### src/rtl/button_event_decoder.sv
// Turns the debounced button level into short/long/repeat event pulses and a wrapping mode index.
// Define BUTTON_REPEAT_EN to build the auto-repeat tick generator used while a long press is held.
module button_event_decoder #(
    parameter int unsigned C_LONG_LIMIT   = 12500000,
    parameter int unsigned C_REPEAT_LIMIT = 2500000,
    parameter int unsigned C_NUM_MODES    = 4,
    parameter int unsigned C_MODE_W       = 2
) (
    input  logic                clk,
    input  logic                rst_n,
    input  logic                i_switch,
    output logic                o_short,
    output logic                o_long,
    output logic                o_repeat,
    output logic [C_MODE_W-1:0] o_mode,
    output logic                o_busy
);

    typedef enum logic [1:0] {
        IDLE  = 2'd0,
        PRESS = 2'd1,
        LONG  = 2'd2
    } state_t;

    localparam logic [23:0]         LONG_LAST = 24'(C_LONG_LIMIT - 1);
    localparam logic [C_MODE_W-1:0] MODE_LAST = C_MODE_W'(C_NUM_MODES - 1);

    if (C_LONG_LIMIT < 2 || C_LONG_LIMIT > 32'd16777215 ||
        C_REPEAT_LIMIT < 1 || C_REPEAT_LIMIT > 32'd16777215 ||
        C_NUM_MODES < 2 || C_NUM_MODES > (32'd1 << C_MODE_W)) begin : g_bad_params
        $error("button_event_decoder: parameter out of legal range");
    end

    state_t              state;
    state_t              state_nxt;
    logic [23:0]         count;
    logic [23:0]         count_nxt;
    logic                prev;
    logic                rise;
    logic                short_nxt;
    logic                long_nxt;
    logic [C_MODE_W-1:0] mode_nxt;
    logic [C_MODE_W-1:0] mode_inc;

`ifdef BUTTON_REPEAT_EN
    localparam logic [23:0] REPEAT_LAST = 24'(C_REPEAT_LIMIT - 1);
    logic repeat_nxt;
`endif

    // prev resets high so a button held through reset must be seen low before it counts
    assign rise     = i_switch && !prev;
    assign mode_inc = (o_mode == MODE_LAST) ? '0 : o_mode + 1'b1;

    always_ff @(posedge clk or negedge rst_n) begin
        if (!rst_n) begin
            state   <= IDLE;
            count   <= '0;
            prev    <= 1'b1;
            o_short <= 1'b0;
            o_long  <= 1'b0;
            o_mode  <= '0;
            o_busy  <= 1'b0;
        end else begin
            state   <= state_nxt;
            count   <= count_nxt;
            prev    <= i_switch;
            o_short <= short_nxt;
            o_long  <= long_nxt;
            o_mode  <= mode_nxt;
            o_busy  <= (state_nxt != IDLE);
        end
    end

`ifdef BUTTON_REPEAT_EN
    always_ff @(posedge clk or negedge rst_n) begin
        if (!rst_n) begin
            o_repeat <= 1'b0;
        end else begin
            o_repeat <= repeat_nxt;
        end
    end
`else
    assign o_repeat = 1'b0;
`endif

    // One counter serves both the press phase and the repeat phase
    always_comb begin
        state_nxt = state;
        count_nxt = count;
        unique case (state)
            IDLE: begin
                if (rise) begin
                    state_nxt = PRESS;
                    count_nxt = 24'd1;
                end
            end
            PRESS: begin
                if (!i_switch) begin
                    state_nxt = IDLE;
                    count_nxt = '0;
                end else if (count == LONG_LAST) begin
                    state_nxt = LONG;
                    count_nxt = '0;
                end else begin
                    count_nxt = count + 24'd1;
                end
            end
            LONG: begin
                if (!i_switch) begin
                    state_nxt = IDLE;
                    count_nxt = '0;
                end
`ifdef BUTTON_REPEAT_EN
                else if (count == REPEAT_LAST) begin
                    count_nxt = '0;
                end else begin
                    count_nxt = count + 24'd1;
                end
`endif
            end
            default: begin
                state_nxt = IDLE;
                count_nxt = '0;
            end
        endcase
    end

    always_comb begin
        short_nxt = 1'b0;
        long_nxt  = 1'b0;
        mode_nxt  = o_mode;
`ifdef BUTTON_REPEAT_EN
        repeat_nxt = 1'b0;
`endif
        unique case (state)
            PRESS: begin
                if (!i_switch) begin
                    short_nxt = 1'b1;
                    mode_nxt  = mode_inc;
                end else if (count == LONG_LAST) begin
                    long_nxt = 1'b1;
                    mode_nxt = '0;
                end
            end
            LONG: begin
`ifdef BUTTON_REPEAT_EN
                if (i_switch && count == REPEAT_LAST) begin
                    repeat_nxt = 1'b1;
                    mode_nxt   = mode_inc;
                end
`endif
            end
            default: begin
            end
        endcase
    end

endmodule

### config.mk
export PLATFORM = sky130hd
export DESIGN_NAME = button_event_decoder
export DESIGN_NICKNAME = d
export VERILOG_FILES = /design/src/rtl/button_event_decoder.sv
export SDC_FILE = /design/constraint.sdc
export NUM_CORES = 1
export LEC_CHECK = 0
export CORE_AREA = 2 2 87 89
export CTS_CLUSTER_DIAMETER = 80
export DETAILED_ROUTE_END_ITERATION = 8
export DIE_AREA = 0 0 89 91
export GPL_ROUTABILITY_DRIVEN = 0
export SLEW_MARGIN = 20
export SYNTH_ARGS = -nofsm -noshare
export SYNTH_HDL_FRONTEND = slang
export SYNTH_SLANG_ARGS = --single-unit
### constraint.sdc
create_clock -name clk -period 2.8 [get_ports clk]
set_input_delay 0.42 -clock clk [delete_from_list [all_inputs] [get_ports clk]]
set_output_delay 0.42 -clock clk [all_outputs]
set_load 0.02 [all_outputs]
Yosys cells after proc, flatten, opt, wreduce, memory -nomap -nowiden
Cells that the tools add are included.
{ "classes": {"n_eq_ne": 7, "n_reduce_logical": 6, "muxes": 18, "addsub": 2} }
{ "op_table": {"columns": ["cell", "n"], "rows": [
  ["$mux W24", 4],
  ["$pmux W24 S3", 1],
  ["$add A24 B1 Y24 const B", 1],
  ["$eq A24 B24 Y1 const B", 1],
  ["$mux W2", 7],
  ["$pmux W2 S3", 1],
  ["$mux W1", 5],
  ["$eq A2 B2 Y1 const B", 2],
  ["$ne A2 B2 Y1 const B", 2],
  ["$reduce_and A2 Y1", 2],
  ["$add A2 B1 Y2 const B", 1],
  ["$eq A2 B1 Y1 const B", 1],
  ["$logic_not A2 Y1", 1],
  ["$ne A2 B1 Y1 const B", 1],
  ["$reduce_bool A2 Y1", 1],
  ["$logic_and A1 B1 Y1", 1],
  ["$logic_not A1 Y1", 1]
]} }
{ "totals": {"register_bits": 32, "out_inout_bits": 6} }

Longest topological paths before layout
Gate-level depths: netlist of the first run.
{ "logic_depth": {"ltp_word": 5, "mapped_depth": 8} }

Worst setup path after synthesis of the first run
Ideal clock, no wire load.
{ "synth_timing": {"kind": "register -> register", "start": "reg count[0]", "end": "reg count[20]", "n_path_buf": 0, "setup_time_ns": 0.120, "setup_slack_ns": 1.007, "arrival_ns": 1.673, "t_required_ns": 2.680, "path_stages_with_launch": 7, "cell_sequence": "dfrtp_1 ha_1 nand4_4 or3_4 nor4_4 nand2_1 a31o_1"} }
{ "synth_between": {"elab_chain_len": 4, "word_cells_on_any_way": 5, "classes_between": "add/sub: 1; eq/ne: 1; mux: 3"} }
{ "synth_rtl": {"columns": ["element", "line", "rtl"], "rows": [
  ["start: declaration", "36", "logic [23:0] count;"],
  ["start signal: assignment", "65", "count <= count_nxt;"],
  ["$add A24 B1 Y24 / $eq A24 B24 Y1 (equally long branches)", "105, 101", null],
  ["$mux W24 (*)", "101", "end else if (count == LONG_LAST) begin"],
  ["$mux W24 (*)", "98", "if (!i_switch) begin"],
  ["$pmux W24 S3 (*)", "90", "unique case (state)"]
]} }
Mark *: on every way between the ends. The rest lies on a longest branch, timed or not.
A chain may end at the register's enable or synchronous reset.

Worst setup path in the final report of the first run
Ends and elaborated chain as after synthesis.

==> results.md, run 1 <==
- Ports: 9
- Worst reg2reg path depth: 7
- ANT cells: 0
- Nets: roughly 200
- Remaining antenna violation count: 0
- Register area share after synthesis: 0.459
- Hold EP: count[23]
- Commonest non-fill, non-tap cell in the layout: dfrtp_1
- Vias in the first global route: 1309
- Max Cap Viol: 0
- Synth Warn #: 0
- First-pass GRT wire length: 6.33 mm
- Number of flops mapped to enable cells by yosys: 0
- Final global-route overflow total: 0
- Unrepaired setup endpoints after global routing: false
- Commonest cells after routing, fill and taps aside: dfrtp_1 (31), a21oi_1 (16), nand2_1 (13), a31oi_1 (13), nor2_1 (12)
- Reg2reg end: count[20]
- Clock transition at path regs: 0.07 ns
- Worst slew pin tran: 0.588 ns
- Int Pwr: 825 µW
- Main combinational cell family by area after synthesis: simple AND/OR/NAND/NOR gates
- Synthesized instance count: 181
- DIE WIDTH: a little under 90 µm
- Final Hold Fails: 0
- DR vias: 1375
- HPWL after DPL: 2.33 mm
- CTS Buffer Depth: 2
- Primary FF master, synth: dfrtp_1
- Pin count of the biggest net entering global routing: 33
- CTS Sinks: 32
- Comb power frac: 0.141
- FMAX: 483 MHz
- Normalized max-slew margin: 0.608
- Worst-Skew Late Latency: 0.29 ns
- Worst EP arrival: 2.25 ns
- Crit end category: flop
- Final period utilization: 0.739
- Hold Path Origin: count[23]
- Adder-Cell Fraction of Synth Area: 0.0143
- Status: finished, final reports clean
- Synth-to-Final Area Change: 17.1%
- Total Neg Setup Slack: 0 ns
- DRC violations left: 0
- Cell row count: 31
- Worst EP required: 2.98 ns
- Initial antenna violation count: 0
- Drt total wl: ~3.5 mm
- HP Class: reg2reg
- Worst vdd ir: 0.225 mV
- DRT Pass-1 Iters: 4
- Hold depth: 1
- Drt first-iter violations: 88
- Core Footprint: 7140 µm²
- Switching power: 292 µW
- Post-CTS setup buffers: 0
- Via density: 4.71
- Initial Util: 0.245
- Worst R2R Start: count[0]
- Post-synthesis area per instance: 9.66 µm²
- WL per Instance: approximately 12 µm
- Final Util: 0.287
- R2R setup slack: 0.73 ns
- Synth Area in Simple Gates: 0.242
- Min Tclk post-route: 2.07 ns
- Synth Net Count: 186
- # hold bufs at CTS: 0
- IO buf count: 7
- Post-CTS sizing: 0
- H-tree levels: 2
- Final Setup Violations: 0
- Fill cells: 753
- Total GRT Usage: 0.0995
- Worst path max stage delay: 0.41 ns
- Leak pwr: about 0.84 nW
- Power Density: 546 nW/µm²
- DIE AREA: 8100 µm²
- Sequential share of power: 0.468
- CP max FO: 19
- Synth cell types: 47
- Compound-Gate Fraction of Synth Area: 0.200
- Seq cells post-synth: 32
- Chip height: just over 90 µm
- Crit Path Class: reg2reg
- Total CTS buffers: 5
- CP cell instances: ha_1 > nand4_4 > nor4_2 > a21oi_2 > buf_4 > a32o_1 > a31o_1
- Synthesized area: 1750 µm²
- Clock skew: approximately 0.0089 ns
- Post-synthesis mux area share: 0.0172
- Critical-path top delay cell: dfrtp_1
- Post-Synth XOR/XNOR Area: 0.0250
- Clock Power Share: 0.392
- Share of layout cells above drive strength 1: 0.124
- CTS root buffer: clkbuf_8
- Worst setup SP type: flop
- Slew Limit Fails: 0
- Synth async-reset ratio: 1.00
- CTS tree: yes
- Switching share of total power: 0.262
critical path, delay by kind of cell (launching register included):
family / cells / cell delay, ns
AO/OA/AOI/OAI: 3 / 0.60
adder cells (fa/ha/maj): 1 / 0.27
buffers and inverters: 1 / 0.24
AND/OR/NAND/NOR: 2 / 0.44
flip-flops: 1 / 0.41
worst max-delay path by stage:
stage,from,endpoint,slack (ns),cells after the start
after floorplan,count[0],count[20],1.01,6
after detailed placement,i_switch,count[11],0.56,6
after global placement,i_switch,count[11],0.58,6
after CTS,count[1],count[20],0.71,7
after global routing,count[0],count[20],0.58,7
final,count[0],count[20],0.73,7
registers in the layout (all words and copies together) (netlist names):
register and cells:
o_busy 1, state 2, prev 1, o_short 1
o_long 1, o_mode 2, count 24
synthesized netlist by cell type (2+ instances only):
cell	count	area, µm²
a21bo_2	2	20.0
ha_1	2	25.0
buf_2	5	25.0
a22o_1	8	70.1
nand3b_1	2	15.0
nor2_1	12	45.0
o21ai_0	5	25.0
xnor2_1	3	26.3
a21oi_1	17	85.1
buf_4	2	15.0
nand2_1	13	48.8
nand2b_1	5	31.3
nor3_1	2	10.0
and3_1	2	12.5
inv_1	7	26.3
a31oi_1	13	81.3
xor2_1	2	17.5
mux2i_1	3	30.0
and4_1	2	17.5
a21o_1	2	15.0
nand3_1	9	45.0
and2_1	2	12.5
dfrtp_1	31	776
nand4_1	7	43.8
per-layer routing:
metal | global-route usage | part of all wire | vias up
li1 | - | - | 686
met1 | 0.133 | 0.47 | 659
met2 | 0.150 | 0.47 | 22
met3 | 0.0245 | 0.035 | 8
met4 | 0.0448 | 0.024 | 0
met5 | 0 | 0 | -
metrics by stage:
| step | power [mW] | setup WS, ns | cell area, µm² | std cells | hold slack, ns |
|---|---|---|---|---|---|
| floorplan | 0.623 | 1.01 | 1750 | 181 | 0.124 |
| global placement | 0.686 | 0.576 | 1940 | 284 | 0.456 |
| detailed placement | 0.688 | 0.555 | 1940 | 284 | 0.459 |
| CTS | 1.13 | 0.713 | 2050 | 292 | 0.469 |
| global route | 1.17 | 0.581 | 2050 | 292 | 0.481 |
| finish | 1.12 | 0.730 | 2050 | 292 | 0.466 |
cell families (layout without fill, tap and decap cells):
logic type / Yosys count / after routing
muxes: 3 / 3
DFF: 32 / 32
adders and majority gates: 2 / 2
other: 1 / 1
and+or+nand+nor: 69 / 69
buffers and inverters: 15 / 27
AOI/OAI and AO/OA: 54 / 54
xor gates and xnor gates: 5 / 5
cell type report:
class	count	area, µm²	share of cell area
Multi-Input combinational cell	134	881	0.430
Sequential cell	32	802	0.392
Clock buffer	6	72.6	0.0354
Clock inverter	2	35.0	0.0171
Timing Repair Buffer	12	108	0.0525
Inverter	7	26.3	0.0128
Tap cell	99	124	0.0605
power by group through the flow:
stage	Clock (mW)	Combinational [mW]	Sequential (mW)
after detailed placement	0	0.157	0.531
after global placement	0	0.156	0.530
after global routing	0.472	0.175	0.527
final	0.438	0.157	0.523
after floorplan	0	0.0787	0.544
after CTS	0.451	0.160	0.522
No activity file was read; power rests on OpenSTA's default activity.
==> run 2, diff against run 1 <==
clock period = 1.9 ns   (was 2.8 ns; I/O delays follow)
==> run 2 against run 1 <==
Compared with the run above:
- routed wire length up 9.7%
- combinational power grew 75%
- non-clock buffer count up 17
- largest cell class unchanged
==> results.md, run 2 (synthesized netlist as in run 1, its figures left out) <==
- DR vias: ~1500
- First-pass GRT wire length: 6.31 mm
- Ports: 9
- Nets: ~210
- Via density: 4.76
- CTS Buffer Depth: 2
- Cell row count: 31
- Commonest cells after routing, fill and taps aside: dfrtp_1 (31), buf_4 (21), a21oi_1 (16), nand2_1 (13), a31oi_1 (13)
- Vias in the first global route: 1359
- Crit Path Class: reg2reg
- Worst reg2reg path depth: 6
- PnR Total Power: 1.58 mW
- Chip height: 91 µm
- Pin count of the biggest net entering global routing: 33
- Worst path bufs/invs: 0
- Max Cap Viol: 0
- Total GRT Usage: 0.0987
- Reg with most FFs: count
- Status: finished, final reports clean
- DRT Pass-1 Iters: 4
- Drt first-iter violations: 71
- Power Density: 721 nW/µm²
- Worst EP arrival: 1.98 ns
- Comb power frac: 0.175
- Slew Limit Fails: 0
- ANT cells: 0
- Worst hold margin: 0.406 ns
- Worst setup SP type: flop
- Total CTS buffers: 5
- Total Neg Setup Slack: 0 ns
- CP Launch Point: count[0]
- CP max FO: 6
- H-tree levels: 2
- CTS Sinks: 32
- Reg2reg end: count[20]
- Leak pwr: 0.923 nW
- Worst-Skew Late Latency: 0.28 ns
- Commonest non-fill, non-tap cell in the layout: dfrtp_1
- Sequential share of power: 0.485
- Final Hold Fails: 0
- Largest regs: count: 24 flops, o_mode: 2 flops, state: 2 flops
- R2R setup slack: 0.09 ns
- Clock Power Share: 0.340
- Initial antenna violation count: 0
- Final Util: 0.306
- Final period utilization: 0.954
- Critical-path top delay cell: or3_4
- Remaining antenna violation count: 0
- DP Area: 2070 µm²
- Unrepaired setup endpoints after global routing: true
- Crit end category: flop
- Worst R2R Start: count[0]
- DRC violations left: 0
- CTS tree: yes
- Final global-route overflow total: 0
- DIE AREA: about 8000 µm²
- Clock skew: ~0.0045 ns
- FMAX: 551 MHz
- CP delay by family, top: simple AND/OR/NAND/NOR gates
- Worst path max stage delay: about 0.43 ns
- Final Setup Violations: 0
- Worst vdd ir: 0.263 mV
- CTS root buffer: clkbuf_8
- Drt total wl: 3.87 mm
- Clock transition at path regs: ~0.070 ns
- WL per Instance: 12.5 µm
- HP Class: in2async
- Core Footprint: 7140 µm²
- Worst EP required: 2.07 ns
- Design Area, Final: 2190 µm²
- Initial Util: 0.245
- Max FFs per register: 24
- IO buf count: 7
- HPWL after DPL: 2.71 mm
- DIE WIDTH: 89 µm
- Switching share of total power: 0.269
- Fill cells: 759
- Min Tclk post-route: 1.81 ns
- Switching power: 424 µW
- Synth-to-Final Area Change: 25.0%
- Share of layout cells above drive strength 1: 0.205
- CP cell instances: ha_2 > nand4_4 > or3_4 > nor4_4 > nand2_1 > a31o_1
- Int Pwr: 1.15 mW
-- run 2: per-layer routing --
| metal | GRT usage | routed length [µm] | vias up |
|---|---|---|---|
| met1 | 0.139 | 1920 | 720 |
| met5 | 0 | 0 | - |
| met3 | 0.0273 | 89 | 6 |
| met4 | 0.0473 | 60 | 0 |
| met2 | 0.138 | 1800 | 17 |
| li1 | - | - | 727 |
-- run 2: worst reg2reg max path, delay by kind of cell (launching register included) --
| family | cells | cell delay, ns |
|---|---|---|
| simple gates | 4 | 0.93 |
| compound gates | 1 | 0.21 |
| fa+ha+maj | 1 | 0.21 |
| flops | 1 | 0.36 |
-- run 2: power groups by stage --
| stage | clock (mW) | sequential (mW) | combinational [mW] |
|---|---|---|---|
| after floorplan | 0 | 0.802 | 0.116 |
| after global placement | 0 | 0.776 | 0.268 |
| after global routing | 0.582 | 0.774 | 0.305 |
| final | 0.536 | 0.765 | 0.275 |
| after detailed placement | 0 | 0.778 | 0.275 |
| after CTS | 0.552 | 0.765 | 0.277 |
-- run 2: worst max path at each step --
| stage | slack [ns] | cells after the start | to |
|---|---|---|---|
| floorplan | 0.11 | 6 | count[20] |
| global placement | 0.05 | 6 | count[6] |
| detailed placement | 0.04 | 6 | count[6] |
| CTS | 0.02 | 6 | count[6] |
| global route | -0.04 | 6 | count[18] |
| finish | 0.09 | 6 | count[20] |
-- run 2: stage by stage --
| stage | instances | worst slack, ns |
|---|---|---|
| floorplan | 181 | 0.107 |
| global placement | 300 | 0.0490 |
| detailed placement | 300 | 0.0424 |
| CTS | 308 | 0.0174 |
| global route | 309 | -0.0420 |
| finish | 309 | 0.0868 |
-- run 2: layout make-up --
class                   instances  area [µm²]  share of cell area
multi-input cells             134         896               0.410
flip-flops and latches         32         802               0.367
repair buffers                 29         248               0.113
well taps                      99         124              0.0567
clock buffers                   8        90.1              0.0412
inverters                       7        26.3              0.0120
-- run 2: what timing repair did --
item / in CTS / in global routing
hold buffers: 0 / 0
endpoints found under the setup margin: 0 / 7
gates resized for setup: 0 / 3
buffers inserted: 0 / 1
hold endpoints to repair: 0 / 0
